### src/rtl/lcd_pix_serializer_if.sv
// ---------------------------------------------------------------------------
// lcd_pix_serializer_if
//   Pixel-pair input bus and single-pixel output stream of the LCD pixel
//   serializer.
//
//   Handshake: the input side has no backpressure. A pair is offered on every
//   cycle in_valid is high. The output side is strict valid/ready. A pixel
//   transfers on a rising edge where out_valid and out_ready are both high.
//   out_valid never depends on out_ready. While out_valid is high and no
//   transfer happens, out_r/g/b and the markers stay stable.
//
//   Signals
//     in_valid               pair present this cycle
//     in_r0/g0/b0            pixel 0 (first) of the pair
//     in_r1/g1/b1            pixel 1 (second) of the pair
//     out_ready              consumer accepts the presented pixel
//     out_valid              a pixel is presented
//     out_r/g/b              presented pixel
//     out_sof/eol/eof        frame markers, qualified by out_valid
//
//   Modports
//     master : the producer/consumer environment around the serializer
//     slave  : the serializer itself
// ---------------------------------------------------------------------------
interface lcd_pix_serializer_if #(
  parameter int IMG_PIX_W = 8
);
  logic                 in_valid;
  logic [IMG_PIX_W-1:0] in_r0;
  logic [IMG_PIX_W-1:0] in_g0;
  logic [IMG_PIX_W-1:0] in_b0;
  logic [IMG_PIX_W-1:0] in_r1;
  logic [IMG_PIX_W-1:0] in_g1;
  logic [IMG_PIX_W-1:0] in_b1;
  logic                 out_ready;
  logic                 out_valid;
  logic [IMG_PIX_W-1:0] out_r;
  logic [IMG_PIX_W-1:0] out_g;
  logic [IMG_PIX_W-1:0] out_b;
  logic                 out_sof;
  logic                 out_eol;
  logic                 out_eof;

  modport master (
    output in_valid, in_r0, in_g0, in_b0, in_r1, in_g1, in_b1, out_ready,
    input  out_valid, out_r, out_g, out_b, out_sof, out_eol, out_eof
  );

  modport slave (
    input  in_valid, in_r0, in_g0, in_b0, in_r1, in_g1, in_b1, out_ready,
    output out_valid, out_r, out_g, out_b, out_sof, out_eol, out_eof
  );
endinterface

### src/rtl/lcd_pix_serializer.sv
// ---------------------------------------------------------------------------
// lcd_pix_serializer
//   Buffers pixel pairs from the LCD drive stage in a small FIFO and emits
//   them one pixel per accepted cycle, with start-of-frame, end-of-line and
//   end-of-frame markers. Pairs that arrive while the FIFO is full and no pop
//   happens are dropped and raise a sticky overflow flag.
//
//   Parameters
//     IMG_PIX_W   bits per colour component
//     W_SIZE      width of the frame width/height configuration
//     FIFO_DEPTH  pair entries, power of two (>= 2)
//
//   Ports
//     HCLK        clock, rising edge
//     HRESET      asynchronous active-high reset
//     cfg_width   pixels per line (0 means 2^W_SIZE)
//     cfg_height  lines per frame (0 means 2^W_SIZE)
//     ovf_clr     clears ovf; a same-edge overflow wins
//     bus         pixel bus (slave modport)
//     frame_done  one-cycle pulse after the last pixel of a frame is accepted
//     ovf         sticky overflow flag
//     fifo_level  number of pairs stored
// ---------------------------------------------------------------------------
module lcd_pix_serializer #(
  parameter int IMG_PIX_W  = 8,
  parameter int W_SIZE     = 12,
  parameter int FIFO_DEPTH = 4
) (
  input  logic                          HCLK,
  input  logic                          HRESET,
  input  logic [W_SIZE-1:0]             cfg_width,
  input  logic [W_SIZE-1:0]             cfg_height,
  input  logic                          ovf_clr,
  lcd_pix_serializer_if.slave           bus,
  output logic                          frame_done,
  output logic                          ovf,
  output logic [$clog2(FIFO_DEPTH):0]   fifo_level
);

  localparam int AW = $clog2(FIFO_DEPTH);
  localparam int LW = AW + 1;
  localparam int PW = 3 * IMG_PIX_W;
  localparam logic [LW-1:0] FULL_LVL = LW'(FIFO_DEPTH);

  // Each entry is {pixel0, pixel1}, each pixel {r, g, b}.
  logic [2*PW-1:0]   r_mem [FIFO_DEPTH];
  logic [AW-1:0]     r_wr_ptr;
  logic [AW-1:0]     r_rd_ptr;
  logic [LW-1:0]     r_level;
  logic              r_phase;
  logic [W_SIZE-1:0] r_x;
  logic [W_SIZE-1:0] r_y;
  logic [W_SIZE-1:0] r_width_s;
  logic [W_SIZE-1:0] r_height_s;
  logic              r_ovf;
  logic              r_frame_done;

  logic              w_valid;
  logic              w_full;
  logic              w_accept;
  logic              w_pop;
  logic              w_push;
  logic              w_ovf_evt;
  logic              w_sof;
  logic              w_eol;
  logic              w_eof;
  logic              w_frame_start;
  logic [W_SIZE-1:0] w_x_last;
  logic [W_SIZE-1:0] w_y_last;
  logic [2*PW-1:0]   w_in_pair;
  logic [2*PW-1:0]   w_head;
  logic [PW-1:0]     w_pix;

  // ---------------------------------------------------------------------
  // Handshake decode
  // ---------------------------------------------------------------------
  assign w_in_pair = {bus.in_r0, bus.in_g0, bus.in_b0,
                      bus.in_r1, bus.in_g1, bus.in_b1};
  assign w_valid   = (r_level != '0);
  assign w_full    = (r_level == FULL_LVL);
  assign w_accept  = w_valid & bus.out_ready;
  // The head pair leaves only once its second pixel is taken.
  assign w_pop     = w_accept & r_phase;
  // A full FIFO still takes a new pair when the head leaves on the same edge.
  assign w_push    = bus.in_valid & (~w_full | w_pop);
  assign w_ovf_evt = bus.in_valid & w_full & ~w_pop;

  // ---------------------------------------------------------------------
  // Frame position markers. A shadow value of 0 wraps to all-ones here,
  // which is exactly the 2^W_SIZE behaviour wanted for a zero setting.
  // ---------------------------------------------------------------------
  assign w_x_last      = r_width_s  - W_SIZE'(1);
  assign w_y_last      = r_height_s - W_SIZE'(1);
  assign w_sof         = (r_x == '0) && (r_y == '0);
  assign w_eol         = (r_x == w_x_last);
  assign w_eof         = w_eol && (r_y == w_y_last);
  // Idle at the origin: safe point to pick up a new geometry.
  assign w_frame_start = w_sof & ~w_valid;

  // ---------------------------------------------------------------------
  // Output path: head entry, pixel picked by phase. Everything is gated by
  // out_valid so an empty FIFO (including reset) presents all zeros.
  // ---------------------------------------------------------------------
  assign w_head = r_mem[r_rd_ptr];
  assign w_pix  = r_phase ? w_head[PW-1:0] : w_head[2*PW-1:PW];

  assign bus.out_valid = w_valid;
  assign bus.out_r     = w_valid ? w_pix[PW-1 -: IMG_PIX_W]          : '0;
  assign bus.out_g     = w_valid ? w_pix[2*IMG_PIX_W-1 -: IMG_PIX_W] : '0;
  assign bus.out_b     = w_valid ? w_pix[IMG_PIX_W-1:0]             : '0;
  assign bus.out_sof   = w_valid & w_sof;
  assign bus.out_eol   = w_valid & w_eol;
  assign bus.out_eof   = w_valid & w_eof;

  assign fifo_level = r_level;
  assign ovf        = r_ovf;
  assign frame_done = r_frame_done;

  // ---------------------------------------------------------------------
  // Storage array: no reset needed, entries are only visible through
  // r_level, which is reset.
  // ---------------------------------------------------------------------
  always_ff @(posedge HCLK) begin
    if (w_push) begin
      r_mem[r_wr_ptr] <= w_in_pair;
    end
  end

  // ---------------------------------------------------------------------
  // Pointers and level. Pointers wrap naturally since the depth is a
  // power of two.
  // ---------------------------------------------------------------------
  always_ff @(posedge HCLK or posedge HRESET) begin
    if (HRESET) begin
      r_wr_ptr <= '0;
      r_rd_ptr <= '0;
      r_level  <= '0;
    end else begin
      if (w_push) begin
        r_wr_ptr <= r_wr_ptr + AW'(1);
      end
      if (w_pop) begin
        r_rd_ptr <= r_rd_ptr + AW'(1);
      end
      case ({w_push, w_pop})
        2'b10:   r_level <= r_level + LW'(1);
        2'b01:   r_level <= r_level - LW'(1);
        default: r_level <= r_level;
      endcase
    end
  end

  // ---------------------------------------------------------------------
  // Pixel phase and frame position. Phase tracks pixel position inside
  // the pair only, so odd line widths need no special case.
  // ---------------------------------------------------------------------
  always_ff @(posedge HCLK or posedge HRESET) begin
    if (HRESET) begin
      r_phase <= 1'b0;
      r_x     <= '0;
      r_y     <= '0;
    end else if (w_accept) begin
      r_phase <= ~r_phase;
      if (w_eof) begin
        r_x <= '0;
        r_y <= '0;
      end else if (w_eol) begin
        r_x <= '0;
        r_y <= r_y + W_SIZE'(1);
      end else begin
        r_x <= r_x + W_SIZE'(1);
      end
    end
  end

  // ---------------------------------------------------------------------
  // Geometry shadows: reloaded only while idle at the frame origin, so a
  // mid-frame configuration change applies from the next frame.
  // ---------------------------------------------------------------------
  always_ff @(posedge HCLK or posedge HRESET) begin
    if (HRESET) begin
      r_width_s  <= '0;
      r_height_s <= '0;
    end else if (w_frame_start) begin
      r_width_s  <= cfg_width;
      r_height_s <= cfg_height;
    end
  end

  // ---------------------------------------------------------------------
  // Status flags
  // ---------------------------------------------------------------------
  always_ff @(posedge HCLK or posedge HRESET) begin
    if (HRESET) begin
      r_ovf        <= 1'b0;
      r_frame_done <= 1'b0;
    end else begin
      if (w_ovf_evt) begin
        r_ovf <= 1'b1;
      end else if (ovf_clr) begin
        r_ovf <= 1'b0;
      end
      r_frame_done <= w_accept & w_eof;
    end
  end

endmodule

### src/flat_wrapper.sv
// flat-port wrapper written by rule: the top's interface ports become plain ports
module lcd_pix_serializer_flat 
#(
  parameter int IMG_PIX_W  = 8,
  parameter int W_SIZE     = 12,
  parameter int FIFO_DEPTH = 4
)
  (HCLK, HRESET, cfg_width, cfg_height, ovf_clr, frame_done, ovf, fifo_level, bus_in_valid, bus_in_r0, bus_in_g0, bus_in_b0, bus_in_r1, bus_in_g1, bus_in_b1, bus_out_ready, bus_out_valid, bus_out_r, bus_out_g, bus_out_b, bus_out_sof, bus_out_eol, bus_out_eof);
  lcd_pix_serializer_if #(.IMG_PIX_W(IMG_PIX_W)) bus_i ();
  input  logic HCLK;
  input  logic HRESET;
  input  logic [W_SIZE-1:0] cfg_width;
  input  logic [W_SIZE-1:0] cfg_height;
  input  logic ovf_clr;
  output logic frame_done;
  output logic ovf;
  output logic [$clog2(FIFO_DEPTH):0] fifo_level;
  input wire logic [$bits(bus_i.in_valid)-1:0] bus_in_valid;
  input wire logic [$bits(bus_i.in_r0)-1:0] bus_in_r0;
  input wire logic [$bits(bus_i.in_g0)-1:0] bus_in_g0;
  input wire logic [$bits(bus_i.in_b0)-1:0] bus_in_b0;
  input wire logic [$bits(bus_i.in_r1)-1:0] bus_in_r1;
  input wire logic [$bits(bus_i.in_g1)-1:0] bus_in_g1;
  input wire logic [$bits(bus_i.in_b1)-1:0] bus_in_b1;
  input wire logic [$bits(bus_i.out_ready)-1:0] bus_out_ready;
  output wire logic [$bits(bus_i.out_valid)-1:0] bus_out_valid;
  output wire logic [$bits(bus_i.out_r)-1:0] bus_out_r;
  output wire logic [$bits(bus_i.out_g)-1:0] bus_out_g;
  output wire logic [$bits(bus_i.out_b)-1:0] bus_out_b;
  output wire logic [$bits(bus_i.out_sof)-1:0] bus_out_sof;
  output wire logic [$bits(bus_i.out_eol)-1:0] bus_out_eol;
  output wire logic [$bits(bus_i.out_eof)-1:0] bus_out_eof;
  assign bus_i.in_valid = bus_in_valid;
  assign bus_i.in_r0 = bus_in_r0;
  assign bus_i.in_g0 = bus_in_g0;
  assign bus_i.in_b0 = bus_in_b0;
  assign bus_i.in_r1 = bus_in_r1;
  assign bus_i.in_g1 = bus_in_g1;
  assign bus_i.in_b1 = bus_in_b1;
  assign bus_i.out_ready = bus_out_ready;
  assign bus_out_valid = bus_i.out_valid;
  assign bus_out_r = bus_i.out_r;
  assign bus_out_g = bus_i.out_g;
  assign bus_out_b = bus_i.out_b;
  assign bus_out_sof = bus_i.out_sof;
  assign bus_out_eol = bus_i.out_eol;
  assign bus_out_eof = bus_i.out_eof;
  lcd_pix_serializer #(.IMG_PIX_W(IMG_PIX_W), .W_SIZE(W_SIZE), .FIFO_DEPTH(FIFO_DEPTH)) u_core (.HCLK(HCLK), .HRESET(HRESET), .cfg_width(cfg_width), .cfg_height(cfg_height), .ovf_clr(ovf_clr), .bus(bus_i), .frame_done(frame_done), .ovf(ovf), .fifo_level(fifo_level));
endmodule
### config.mk
export PLATFORM = sky130hd
export DESIGN_NAME = lcd_pix_serializer_flat
export DESIGN_NICKNAME = d
export VERILOG_FILES = /design/src/rtl/lcd_pix_serializer_if.sv /design/src/rtl/lcd_pix_serializer.sv /design/src/flat_wrapper.sv
export SDC_FILE = /design/constraint.sdc
export NUM_CORES = 1
export LEC_CHECK = 0
export BUFFER_PORTS_ARGS = -buffer_cell sky130_fd_sc_hd__buf_2
export CAP_MARGIN = 0
export CORE_MARGIN = 2
export CORE_UTILIZATION = 30
export DETAILED_ROUTE_END_ITERATION = 7
export HOLD_SLACK_MARGIN = 0.15
export PLACE_DENSITY_LB_ADDON = 0.1
export SETUP_SLACK_MARGIN = 0.1
export SLEW_MARGIN = 0
export SYNTH_ARGS = -nofsm -noshare
export SYNTH_HDL_FRONTEND = slang
export SYNTH_SLANG_ARGS = --single-unit
### constraint.sdc
create_clock -name HCLK -period 7 [get_ports HCLK]
set_clock_uncertainty 0.1 [all_clocks]
set_input_delay 0.35 -clock HCLK [delete_from_list [all_inputs] [get_ports HCLK]]
set_output_delay 0.35 -clock HCLK [all_outputs]
set_load 0.005 [all_outputs]
### Word-level counts from Yosys, hierarchy flattened

Memory sizes are Yosys's and may differ from the RTL's.
Index checks and enable logic that the tools add are counted.

| storage, ports and cells | value |
|---|---|
| flip-flop bits (word level) | 58 |
| memory bits (writable) | 192 |
| input bits | 77 |
| word-level logic and storage cells | 61 |
| memories kept | 1 |

| operators by class | value |
|---|---|
| $add $sub $neg | 8 |
| eq/ne operators | 5 |
| multiplexer cells | 13 |
| bitwise operators | 15 |
| reductions and logical operators | 9 |

Memories:

| name | depth | bits a word | rd ports | clocked after memory_dff | wr ports | line | source |
|---|---|---|---|---|---|---|---|
| u_core.r_mem | 4 | 48 | 1 | 0 | 1 | lcd_pix_serializer.sv:46 | `logic [2*PW-1:0] r_mem [FIFO_DEPTH];` |

Operators by type and width:

| cell | number |
|---|---|
| 12-bit two-way mux | 4 |
| 12-bit by 1-bit adder with 12-bit output, second input constant | 2 |
| 12-bit == test | 2 |
| 12-bit zero test | 2 |
| 24-bit two-way mux | 1 |
| 8-bit two-way mux | 3 |
| 12-bit by 1-bit subtractor with 12-bit output, second input constant | 2 |
| 1-bit AND | 10 |
| 3-bit case mux with 2 select lines | 1 |
| 2-bit nonzero test | 3 |
| 2-bit by 1-bit adder with 2-bit output, second input constant | 2 |
| 1-bit two-way mux | 4 |
| 1-bit NOT | 4 |
| 3-bit by 1-bit adder with 3-bit output, second input constant | 1 |
| 3-bit == test, second input constant | 1 |
| 3-bit nonzero test | 1 |
| 3-bit by 1-bit subtractor with 3-bit output, second input constant | 1 |
| 2-bit by 1-bit == test with 1-bit output, second input constant | 1 |
| 2-bit == test, second input constant | 1 |
| 1-bit logical AND | 2 |
| 2-bit AND reduction | 1 |
| 1-bit OR | 1 |

### Longest topological paths before layout

Gate-level depths: netlist of run 1.

| depth | value |
|---|---|
| word-level depth | 7 |
| depth in mapped cells | 13 |
| depth with buffers taken out | 10 |

### Worst setup path before layout of run 1

No wires, ideal clock.

| timing | value |
|---|---|
| path kind | reg-to-output |
| from | reg u_core.r_height_s[0] |
| to | out bus_out_eof |
| data arrival time | 2.397 ns |
| data required time | 6.550 ns |
| path slack | 4.153 ns |
| cell stages (with the launch flop) | 13 |
| cells stage by stage | dfrtp_1 clkbuf_1 inv_1 ha_1 clkbuf_1 nor3b_1 and3_1 a211o_1 a32oi_1 and4b_1 buf_4 buf_6 and3_1 |

| on the way | value |
|---|---|
| word-level cells in the longest chain between the ends | 4 |

Ends and longest elaborated chain:

| item | line | source |
|---|---|---|
| start, declared | lcd_pix_serializer.sv:54 | `logic [W_SIZE-1:0] r_height_s;` |
| start signal, assigned | lcd_pix_serializer.sv:186 | `r_height_s <= cfg_height;` |
| 12-bit by 1-bit subtractor with 12-bit output | lcd_pix_serializer.sv:93 | `assign w_y_last = r_height_s - W_SIZE'(1);` |
| 12-bit == test | lcd_pix_serializer.sv:96 | `assign w_eof = w_eol && (r_y == w_y_last);` |
| 1-bit logical AND | lcd_pix_serializer.sv:96 |  |
| 1-bit AND | lcd_pix_serializer.sv:113 | `assign bus.out_eof = w_valid & w_eof;` |
| end, declared | flat_wrapper.sv:32 | `output wire logic [$bits(bus_i.out_eof)-1:0] bus_out_eof;` |

No other way between the ends.

### Final worst setup path of run 1

Same ends and word-level chain as after synthesis.

==> results of run 1 <==
cell families (layout without fill, tap and decap cells):
logic type / count (synthesis) / count (layout) / synth area share [%]
buffers and inverters: 67 / 277 / 2.71
adders and majority gates: 12 / 12 / 1.43
other: 0 / 1 / 0
DFF: 250 / 250 / 65.7
and+or+nand+nor: 169 / 169 / 8.55
xor gates and xnor gates: 39 / 39 / 3.28
AOI/OAI and AO/OA: 67 / 67 / 4.21
muxes: 93 / 93 / 14.1
final timing paths:
kind	start	to	slack, ps
min reg2reg	u_core.r_height_s[11]	u_core.r_height_s[11]	440
max	u_core.r_height_s[0]	bus_out_eof	3310
max reg2reg	u_core.r_height_s[0]	u_core.r_y[11]	4060
max in group asynchronous	HRESET	u_core.r_rd_ptr[0]	5720
min	cfg_height[9]	u_core.r_height_s[9]	430
min in group asynchronous	HRESET	u_core.r_x[5]	470
layout by cell type (no fill, tap or decap), types with 13 or more instances in the layout:
cell and n:
inv_1 27, mux4_2 48, nand3_1 13, dlygate4sd3_1 77, buf_2 109, nand2_1 30
mux2i_1 27, o21ai_0 14, xnor2_1 19, edfxtp_1 192, nor2_1 43, xor2_1 19
clkbuf_16 29, mux2_2 18, dfrtp_1 55
timing repair:
| item | CTS | global route |
|---|---|---|
| hold buffers | 77 | 0 |
| gates resized for setup | 0 | 0 |
| hold endpoints to repair | 279 | 0 |
cells in the mapped netlist (3+ instances only):
| cell type | count |
|---|---|
| edfxtp_1 | 192 |
| dfrtp_1 | 58 |
| mux4_2 | 48 |
| nor2_1 | 43 |
| nand2_1 | 30 |
| inv_1 | 28 |
| mux2i_1 | 27 |
| clkbuf_1 | 24 |
| xnor2_1 | 19 |
| xor2_1 | 19 |
| mux2_2 | 18 |
| o21ai_0 | 14 |
| nand3_1 | 13 |
| nor3_1 | 12 |
| ha_1 | 11 |
| a21o_1 | 9 |
| and3_1 | 9 |
| o22ai_1 | 9 |
| nor4_1 | 8 |
| nand4_1 | 7 |
| or3_1 | 7 |
| a21oi_1 | 6 |
| and2_1 | 6 |
| buf_6 | 5 |
| nand2b_1 | 5 |
| buf_2 | 4 |
| nor4b_1 | 4 |
| o21ai_1 | 4 |
| a211oi_1 | 3 |
| a31o_1 | 3 |
| and4_1 | 3 |
| buf_1 | 3 |
| nand3b_1 | 3 |
| nor3_2 | 3 |
| nor3b_1 | 3 |
routing by layer:
layer	part of all wire, %	up-vias
met1	44	3302
li1	-	3058
met4	2.2	2
met3	4.0	39
met5	0.044	-
met2	50	131
flip-flops by register name, indices dropped and copies added (netlist names), 2 cells and up:
register and count:
u_core.r_mem 192, u_core.r_x 12, u_core.r_rd_ptr 2, u_core.r_height_s 12
u_core.fifo_level 3, u_core.r_wr_ptr 2, u_core.r_y 12, u_core.r_width_s 12
per-stage QoR:
| step | std cells | util, % | hold WS, ps | area, um2 | power (mW) |
|---|---|---|---|---|---|
| finish | 1376 | 37.8 | 430 | 13700 | 4.83 |
| global placement | 1245 | 33.0 | 422 | 12000 | 3.39 |
| floorplan | 697 | - | 346 | 11000 | 2.89 |
| detailed placement | 1245 | 33.0 | 423 | 12000 | 3.40 |
| global route | 1375 | 37.8 | 425 | 13700 | 5.13 |
| CTS | 1375 | 37.8 | 402 | 13700 | 4.95 |
worst max-delay path, stage by stage (launching register included):
cell	delay, ps
dfrtp_1	450
inv_1	100
ha_1	330
nor3b_1	280
and3_1	240
a211o_1	140
a32oi_1	90
and4b_1	660
and3_1	270
buf_2	110
power breakdown:
part | internal (mW) | switching (mW)
clock network | 0.872 | 0.614
logic | 0.625 | 0.596
registers | 1.89 | 0.237
area by class of cell:
class	count	share of cell area, %
repair buffers	194	10.0
diodes	1	0.0182
multi-input cells	380	25.4
inverters	30	0.820
clock inverters	21	1.48
clock buffers	32	5.37
flip-flops and latches	250	52.6
well taps	468	4.27
==> results by stage, run 1 <==
Drt:
- The count of nets left with antenna violations once routing finished came out at 0.
- The routed length per instance is 18.1 um.
- The routed design has 25.0 mm of wire.
- The number of vias in the routed layout is 6,532.
- The DRC violations left is 0.
- The starting DRC count in detailed routing is 330.
- The first detailed-routing pass ran for 5 iterations.
- The vias per cell is 4.75.

Global routing:
- The met2 routing resource usage after global routing is a little under a quarter.
- met2 is the most crowded layer.
- For this run the aggregate overflow at the end of global routing stands at 0.
- The number of antenna violations at the first check in global routing is 1.
- For this run, global-route usage on met1 was measured as 17.0%.
- The largest net degree at the start of global routing is just under 60.
- The first global-routing pass estimated 39.5 mm of wire.
- The met3 routing resource usage after global routing is 2.80%.
- The number of global-route vias before repair is 7,079.
- Global routing consumed, over all layers together, between 10% and 20% of the routing resources.

Floorplanning:
- The number of placed I/O pins is 110.
- After floorplanning, the core was sized to cover ~36,000 um2.
- The die is roughly 200 um wide.
- The die area is 38,200 um2.
- The floorplan step set the die height to around 200 um.
- The initial core utilization is a little under a third.
- The floorplan row count is 70.

Synthesis:
- The flip-flop and latch count after synthesis is 250.
- The synthesized area divided by synthesized cell count is 15.8 um2.
- The main flop type after synthesis is edfxtp_1.
- The number of warnings reported in the yosys synthesis log is 0.
- The cell area that synthesis handed to floorplanning was 11,000 um2.
- Synthesis produced a netlist with a net count of 786.
- Counting flops with an async set or reset pin after synthesis yields a share of 23.2%.
- The number of flops mapped to enable cells by yosys is about 190.
- The synthesized design devotes to its leading area cell type 52.5% of total area.
- The cell type contributing the most total cell area after synthesis is edfxtp_1.
- The share of the yosys chip area belonging to registers is about two thirds.
- By area the synthesized netlist is led by edfxtp_1 (52%), dfrtp_1 (13%), mux4_2 (9.8%).
- The number of unique standard cell types used by synthesis is 67.
- After technology mapping, the gate count stands at 697.

Clock tree:
- CTS built an H-tree with a depth of 1.
- The CTS root buffer is clkbuf_16.
- In this run, CTS created clock tree buffers numbering 29.
- The clock sink count is 250.
- The clock tree from TritonCTS is done.
- The later pin in the worst-skew pair is clocked with a latency of 570 ps.
- The longest clock path from root to sink contains 3 buffers.
- The buffers inserted during post-CTS setup optimization is 0.
- Clock-pin slew was measured on the worst setup and hold paths at 60 ps.

Layout:
- The number of nets in the layout is 974.
- In the final layout, flip-flops and latches occupy 7220 um2.
- The layout cell share with drive strength beyond 1 is 27.8%.
- The area growth from synthesis to layout is 24.9%.
- The filler cells instantiated in the layout total 3,422.
- The multi-input combinational cells in the finished layout cover a total of roughly 3500 um2.

Timing:
- In this run the tightest slew margin relative to its limit is 28.7%.
- The final count of pins violating max slew is 0.
- The final hold violation count is 0.
- Setup repair after global routing left no endpoint under its margin.
- The final critical delay including setup and external delays is 3690 ps.
- The maximum achievable frequency is 0.271 GHz.
- In the final timing run, aggregate negative setup slack is 0 ps.
- The transition time at the pin with the least slew margin is between 1000 and 1500 ps.
- The final worst-path cycle share is roughly 53%.
- Setup violations remaining at the end of the flow were counted as 0.
- The post-route worst setup slack is 3310 ps.

Run status:
- The flow ran to the end, and the final reports show no timing, DRC or antenna violations.

Placed design:
- The half-perimeter wire length after placement is 14.9 mm.
- In this run the tool buffered the top-level ports with around 110 buffer cells.
- The placement-stage worst setup slack is between 3000 and 4000 ps.
- At the end of routability-driven placement, the weighted congestion stood at 0.747.

Worst setup path:
- The number of cells on the worst reg-to-reg path is 9.
- At the worst endpoint, the required time is approximately 6600 ps.
- The category of the critical setup timing path is reg -> out.
- The data arrival time of the critical path is 3240 ps.
- The kind of launch point of the worst setup path is a flip-flop.
- The endpoint class of the critical path is an output port.
- Along the worst path, the maximum fanout reaches 15.

Pwr:
- The power density over cell area is 352 nW/um2.
- The static power due to leakage is 5.17 nW.
- The worst-case vdd ir drop is 206 uV.

Hold path:
- In this run the worst hold path is classified as in -> reg.
- The cell depth of the worst hold path is 4.

Job:
- The tool flagged a number of max-cap violations equal to 0.
Note: power is estimated with default switching activity, not from simulation.
==> run 2: changes to the inputs <==
==> constraint.sdc (replaced) <==
create_clock -name HCLK -period 3.4 [get_ports HCLK]
set_clock_uncertainty 0.1 [all_clocks]
set_input_delay 0.17 -clock HCLK [delete_from_list [all_inputs] [get_ports HCLK]]
set_output_delay 0.17 -clock HCLK [all_outputs]
set_load 0.005 [all_outputs]
==> run 2 against run 1 <==
Sequential power rose by 100%. Die area unchanged. Clock power up 100%. Hold slack got worse by 200 ps. Utilization up 0.27 points. Final cell count up 0.65%. Count of clock-buffer cells in the layout up 11. Critical endpoint unchanged. Largest cell class unchanged.
==> results by stage, run 2 (synthesized netlist as in run 1, its figures left out) <==
Timing:
- The final hold violation count came to 0.
- The final worst-path cycle share is 90.9%.
- The worst path needs ~3100 ps of the cycle, external delays included.
- The worst path meets setup with between 300 and 400 ps of slack.
- The final number of setup-violating endpoints is 0.
- On the final layout, the worst hold slack is 228 ps.
- Measured against its own limit, the worst slew margin works out to 37.3%.
- Setup repair after global routing left no endpoint under its margin.
- The final count of pins violating max slew is 0.
- The transition time at the pin with the least slew margin is between 900 and 1000 ps.
- Adding up every negative setup slack in the final design gives 0 ps.
- Based on the critical path, the design can be clocked at up to around 0.32 GHz.

Hold path:
- Along the worst hold path, the cell count comes to 2.
- The type of the tightest min-delay check is in -> reg.
- In this run the most critical hold path is launched from bus_in_r0[0].

Global routing:
- The number of global-route vias before repair is between 7,000 and 8,000.
- The total routing resource utilization after global routing is 13.5%.
- Global routing used 23.9% of the available met2 tracks.
- The number of antenna violations at the first check in global routing was 2.
- The sum of overflow across all layers after global routing is 0.
- The first global-routing pass estimated 40.1 mm of wire.
- For this run, global-route usage on met3 was measured as 2.95%.
- The global routing's busiest layer is met2.
- For met1 alone, demand over resource in global routing was around 17%.
- The largest net degree at the start of global routing is 49.

Worst setup path:
- The depth of the worst register-to-register path is 9.
- The worst setup path is captured at an output port.
- Tracing the worst setup path back leads to its startpoint at u_core.r_height_s[0].
- STA classifies the critical path startpoint as a flip-flop.
- In this run the critical register-to-register path is launched from u_core.r_width_s[0].
- The data required time of the worst path is 3130 ps.
- The critical path is of the reg -> out type.
- The data arrival time of the critical path is 2820 ps.
- The largest fanout of any net on the critical path is 9.

Clock tree:
- The CTS root buffer is clkbuf_16.
- After clock tree synthesis, the clock-pin slew on the worst setup and hold paths is 60 ps.
- The number of clock buffers added by TritonCTS is 30.
- The source-to-sink clock delay at the later pin of the worst-skew pair is 590 ps.
- For this design, the sink count on the clock tree is between 200 and 300.
- The maximum buffer depth of the clock tree is 3.
- The clock tree from TritonCTS is done.
- The number of levels in the clock H-tree is 1.

Pwr:
- The worst-case vdd ir drop is 501 uV.
- Dividing total power by cell area gives a power density of roughly 730 nW/um2.
- The static power due to leakage is 5.22 nW.
- The total power of the final layout is 10.0 mW.

Floorplanning:
- The floorplan step defined a die boundary enclosing 38,200 um2.
- The core area is 36,300 um2.
- The floorplan has 70 rows.
- The die width is between 150 and 200 um.
- The height of the die is 195 um.
- The number of placed I/O pins is 110.
- For this configuration, the core starts out at a cell density of 30.2%.

Layout:
- The flip-flop count of the largest register, all copies and words added is 192.
- The area growth from synthesis to layout is 25.8%.
- The register area is 7220 um2.
- In the layout the commonest cells are edfxtp_1 (192), buf_2 (109), dlygate4sd3_1 (77).
- The number of nets in the layout is 980.
- The post-route netlist has 27.9% of its cells at a drive strength greater than 1.
- After filler insertion, the fill cell instance count of the layout stands at between 3,000 and 4,000.
- For this run, the number of standard cells in the final layout without fillers is ~1,400.
- The multi-input combinational cells in the finished layout cover a total of 3510 um2.
- The register with the most flip-flops in the final layout is u_core.r_mem.
- The most frequent standard cell in the layout excluding fill and tap cells is edfxtp_1.

Drt:
- Once detail routing completed, the nets flagged for antenna violations numbered 0.
- The first TritonRoute pass finished after 6 iterations.
- After detailed routing, the number of remaining DRC violations is 0.
- After the first detailed-routing iteration, the DRC count stood at ~380.
- The routed layout has 6,578 vias.
- The total wire length is 25.4 mm.
- The vias per cell is 4.75.
- The routed length per instance is 18.3 um.

Job:
- The number of maximum-capacitance constraint violations is 0.

Placed design:
- Summed over all nets, the half-perimeter wirelength after detailed placement is roughly 15 mm.
- The total instance count after detailed placement is 1,247.
- The congestion estimate from routability-driven global placement came to 0.772.
- The count of input and output buffers is 109.
- Prior to clock tree synthesis, the placed netlist has a worst setup slack of 374 ps.

Run status:
- The flow ran to the end, and the final reports show no timing, DRC or antenna violations.
-- run 2: cell types whose count changed in the layout (fill, tap and decap cells not counted), moves of 2 or more --
cell,change
buf_12,+2
clkbuf_1,+8
buf_4,+3
clkbuf_8,+2
clkinvlp_4,-5
-- run 2: critical path, cell delays in order (launching register included) --
cell and delay, ps:
dfrtp_1 450, inv_1 110, ha_1 340, nor3b_1 290
a21oi_1 120, a211o_1 270, a32oi_1 170, and4b_4 230
and3_1 170, buf_2 120
-- run 2: layer usage --
metal / share of wire, % / up-vias
li1: - / 3072
met1: 43 / 3332
met2: 50 / 130
met3: 4.3 / 44
met4: 2.6 / 0
met5: 0 / -
-- run 2: where the power goes --
part / internal, mW / switching [mW] / total, mW
registers: 3.90 / 0.390 / 4.29
logic: 1.32 / 1.36 / 2.69
clock network: 1.82 / 1.23 / 3.05
total: 7.04 / 2.98 / 10.0
-- run 2: cell type report --
class,count,share of cell area (%)
antenna,2,0.0362
clock buffer,43,5.93
clock inverter,13,0.959
inverter,30,0.815
multi-input combinational,380,25.4
sequential,250,52.2
tap,468,4.24
timing repair buffer,199,10.4
-- run 2: through the flow --
stage / utilization, % / area [um2]
5_1_grt: 38.0 / 13800
3_3_place_gp: 33.2 / 12100
4_1_cts: 37.9 / 13800
3_5_place_dp: 33.2 / 12100
2_1_floorplan: - / 11000
6_report: 38.0 / 13800
-- run 2: final timing paths --
path	slack, ps	endpoint
worst max-delay path	310	bus_out_eof
worst min-delay path	230	u_core.r_mem[1][40]
worst max register to register	490	u_core.r_y[2]
worst min register to register	440	u_core.r_height_s[11]
max in group asynchronous	2080	u_core.r_y[8]
min in group asynchronous	260	u_core.r_wr_ptr[1]
-- run 2: what timing repair did --
action | in CTS | in global routing
endpoints found under the hold margin | 265 | 0
buffers inserted | 1 | 2
endpoints found under the setup margin | 2 | 2
pin swaps | 1 | 2
cloned | 0 | 0
gates resized for setup | 3 | 2
hold buffers | 77 | 0
==> run 3: changes to the inputs <==
--- a/config.mk
+++ b/config.mk
@@ -12,6 +12,7 @@
 export DETAILED_ROUTE_END_ITERATION = 7
 export HOLD_SLACK_MARGIN = 0.15
 export PLACE_DENSITY_LB_ADDON = 0.1
+export REMOVE_ABC_BUFFERS = 1
 export SETUP_SLACK_MARGIN = 0.1
 export SLEW_MARGIN = 0
 export SYNTH_ARGS = -nofsm -noshare
==> run 3 against run 2 <==
Critical path depth shrank 2. Global-route usage about the same. Final cell count increased by 0.43%. Flip-flop and latch count unchanged. Die area unchanged. First-iteration DRC count fell by 13%. Wire length grew 0.28%. Largest power group unchanged.
==> results by stage, run 3 (synthesized netlist as in run 1, its figures left out) <==
Clock tree:
- The tree is rooted in a clkbuf_16.
- The source-to-sink clock delay at the later pin of the worst-skew pair is 570 ps.
- The clock sink count is 250.
- In this run, CTS created clock tree buffers numbering 30.
- The maximum buffer depth of the clock tree is 3.
- In this run the number of H-tree levels came out at 1.
- The clock tree from TritonCTS is done.
- The clock-pin slew on the worst setup and hold paths is ~60 ps.

Pwr:
- The power density over cell area is approximately 730 nW/um2.
- In this run the static leakage power is 5.28 nW.
- The worst-case vdd ir drop is ~460 uV.

Drt:
- The detail route stage leaves a number of antenna-violating nets equal to 0.
- The first detailed-routing pass took 4 iterations.
- The first routing iteration left 327 violations.
- The number of vias in the routed layout is about 6,700.
- The DRC violations left is 0.
- In the routed layout, each cell is associated on average with a via count of ~4.8.
- The total wire length is 25.5 mm.
- In the final routed layout, each cell accounts on average for 18.3 um.

Floorplanning:
- In this run the core area contains 70 standard-cell rows.
- The die is about 200 um wide.
- The die covers about 38,000 um2.
- For this configuration, the core starts out at a cell density of 30.2%.
- Pin placement for this block handled 110 I/O pins.
- The core area is 36,300 um2.
- Measured along the y axis, the die boundary spans 195 um.

Layout:
- In the layout the commonest cells are edfxtp_1 (192), buf_2 (109), dlygate4sd3_1 (77).
- The register containing the most flip-flops in the final layout is u_core.r_mem.
- The layout cell share with drive strength beyond 1 is 29.9%.
- At the end of the flow, the number of nets in the layout was 987.
- The filler cells instantiated in the layout total about 3,400.
- Leaving out fill and tap cells, the most frequent cell in the layout is edfxtp_1.
- From synthesis to final layout, the design area changed by 26.9%.
- The register with the most flip-flops in the layout has 192 of them.

Timing:
- The final critical delay including setup and external delays is 3140 ps.
- Summed over all failing endpoints, the final setup total negative slack is 0 ps.
- Timing would allow up to 0.318 GHz.
- At the pin with the least slew margin, the transition time is between 800 and 900 ps.
- The final number of setup-violating endpoints is 0.
- On the final layout, the worst hold slack is 175 ps.
- In this run the tightest slew margin relative to its limit is between 40% and 50%.
- The final hold violation count is 0.
- The final count of pins violating max slew was 0.
- Setup repair after global routing left no endpoint under its margin.
- The final worst-path cycle share is 92.5%.

Worst setup path:
- For the worst setup path, the data arrival time is about 2900 ps.
- The critical path is of the reg -> out type.
- Of all nets on the critical path, the largest fanout is 12.
- Data on the critical path is required at its endpoint by 3130 ps.
- The worst setup path is launched from a flip-flop.
- STA classifies the critical path endpoint as an output port.

Global routing:
- The number of antenna violations at the first check in global routing is 1.
- Entering global routing, the biggest net connects 50 pins.
- After global routing, the most crowded layer is met2.
- The sum of overflow across all layers after global routing is 0.
- The first global-routing pass estimated around 40 mm of wire.
- The met2 routing resource usage after global routing is 24.4%.
- For met1 alone, demand over resource in global routing was 16.1%.
- The total routing resource utilization after global routing is between 10% and 20%.
- The number of global-route vias before repair is approximately 7,200.
- The met3 routing resource usage after global routing is 2.99%.

Job:
- The number of maximum-capacitance constraint violations is 0.

Placed design:
- The final weighted congestion in routability-driven placement is just under 0.8.
- The count of input and output buffers is 109.
- Detailed placement finished with a half-perimeter wire length of roughly 15 mm.

Run status:
- The run finished with clean final reports.

Hold path:
- In this run the worst hold path is classified as in -> async.
run 3: cell types whose count changed in the layout (fill, tap and decap cells not counted), moves of 2 or more:
cell	delta
clkbuf_1	-11
buf_4	+6
clkinv_2	+5
clkinvlp_4	+5
bufinv_16	+2
clkbuf_8	-2
clkinv_4	+2
run 3: cell type report:
| cell class | count | area, um2 | area share [%] |
|---|---|---|---|
| Multi-Input combinational cell | 380 | 3500 | 25.1 |
| Antenna cell | 1 | 2.50 | 0.0179 |
| Sequential cell | 250 | 7220 | 51.8 |
| Timing Repair Buffer | 206 | 1500 | 10.8 |
| Clock inverter | 26 | 269 | 1.93 |
| Tap cell | 468 | 586 | 4.20 |
| Clock buffer | 30 | 751 | 5.38 |
| Inverter | 30 | 113 | 0.807 |
run 3: power breakdown:
group / leakage, nW / total (mW) / switching [mW] / internal (mW)
Sequential: 2.43 / 4.18 / 0.286 / 3.90
Combinational: 2.36 / 2.81 / 1.46 / 1.35
Clock: 0.490 / 3.21 / 1.29 / 1.92
run 3: per-stage QoR:
stage | setup WS, ps | util (%) | cells | power [mW] | cell area [um2]
6_report | 257 | 38.4 | 1391 | 10.2 | 13900
5_1_grt | 93.6 | 38.4 | 1391 | 10.8 | 13900
4_1_cts | 104 | 38.2 | 1383 | 10.4 | 13900
3_5_place_dp | 456 | 33.3 | 1250 | 7.09 | 12100
3_3_place_gp | 557 | 33.3 | 1250 | 7.04 | 12100
2_1_floorplan | 275 | - | 660 | 5.93 | 10800
run 3: worst max-delay path: stages (launching register included):
cell,delay [ps]
dfrtp_1,460
nor4_4,410
nand3_1,190
o41a_1,340
a311oi_1,230
and4b_4,380
and3_1,170
buf_2,110
run 3: routing by layer:
metal	vias up	wire length [um]
met1	3393	10700
met5	-	0
met4	0	623
met3	51	1090
met2	139	13100
li1	3079	-
run 3: worst paths after layout:
kind,from,endpoint,slack [ps],cells after the start
min reg2reg,u_core.r_height_s[11],u_core.r_height_s[11],440,1
min,HRESET,u_core.r_y[7],170,3
min in group HCLK,bus_in_r0[5],u_core.r_mem[1][45],240,2
max reg2reg,u_core.r_width_s[0],u_core.r_y[2],450,9
max in group asynchronous,HRESET,u_core.r_width_s[2],2310,4
max,u_core.r_height_s[3],bus_out_eof,260,7
run 3: timing repair:
action	4_1_cts	5_1_grt
setup endpoints to repair	2	2
buffers inserted	0	7
hold endpoints to repair	259	0
pin swaps	0	3
resized for setup	3	3
hold buffers	77	0
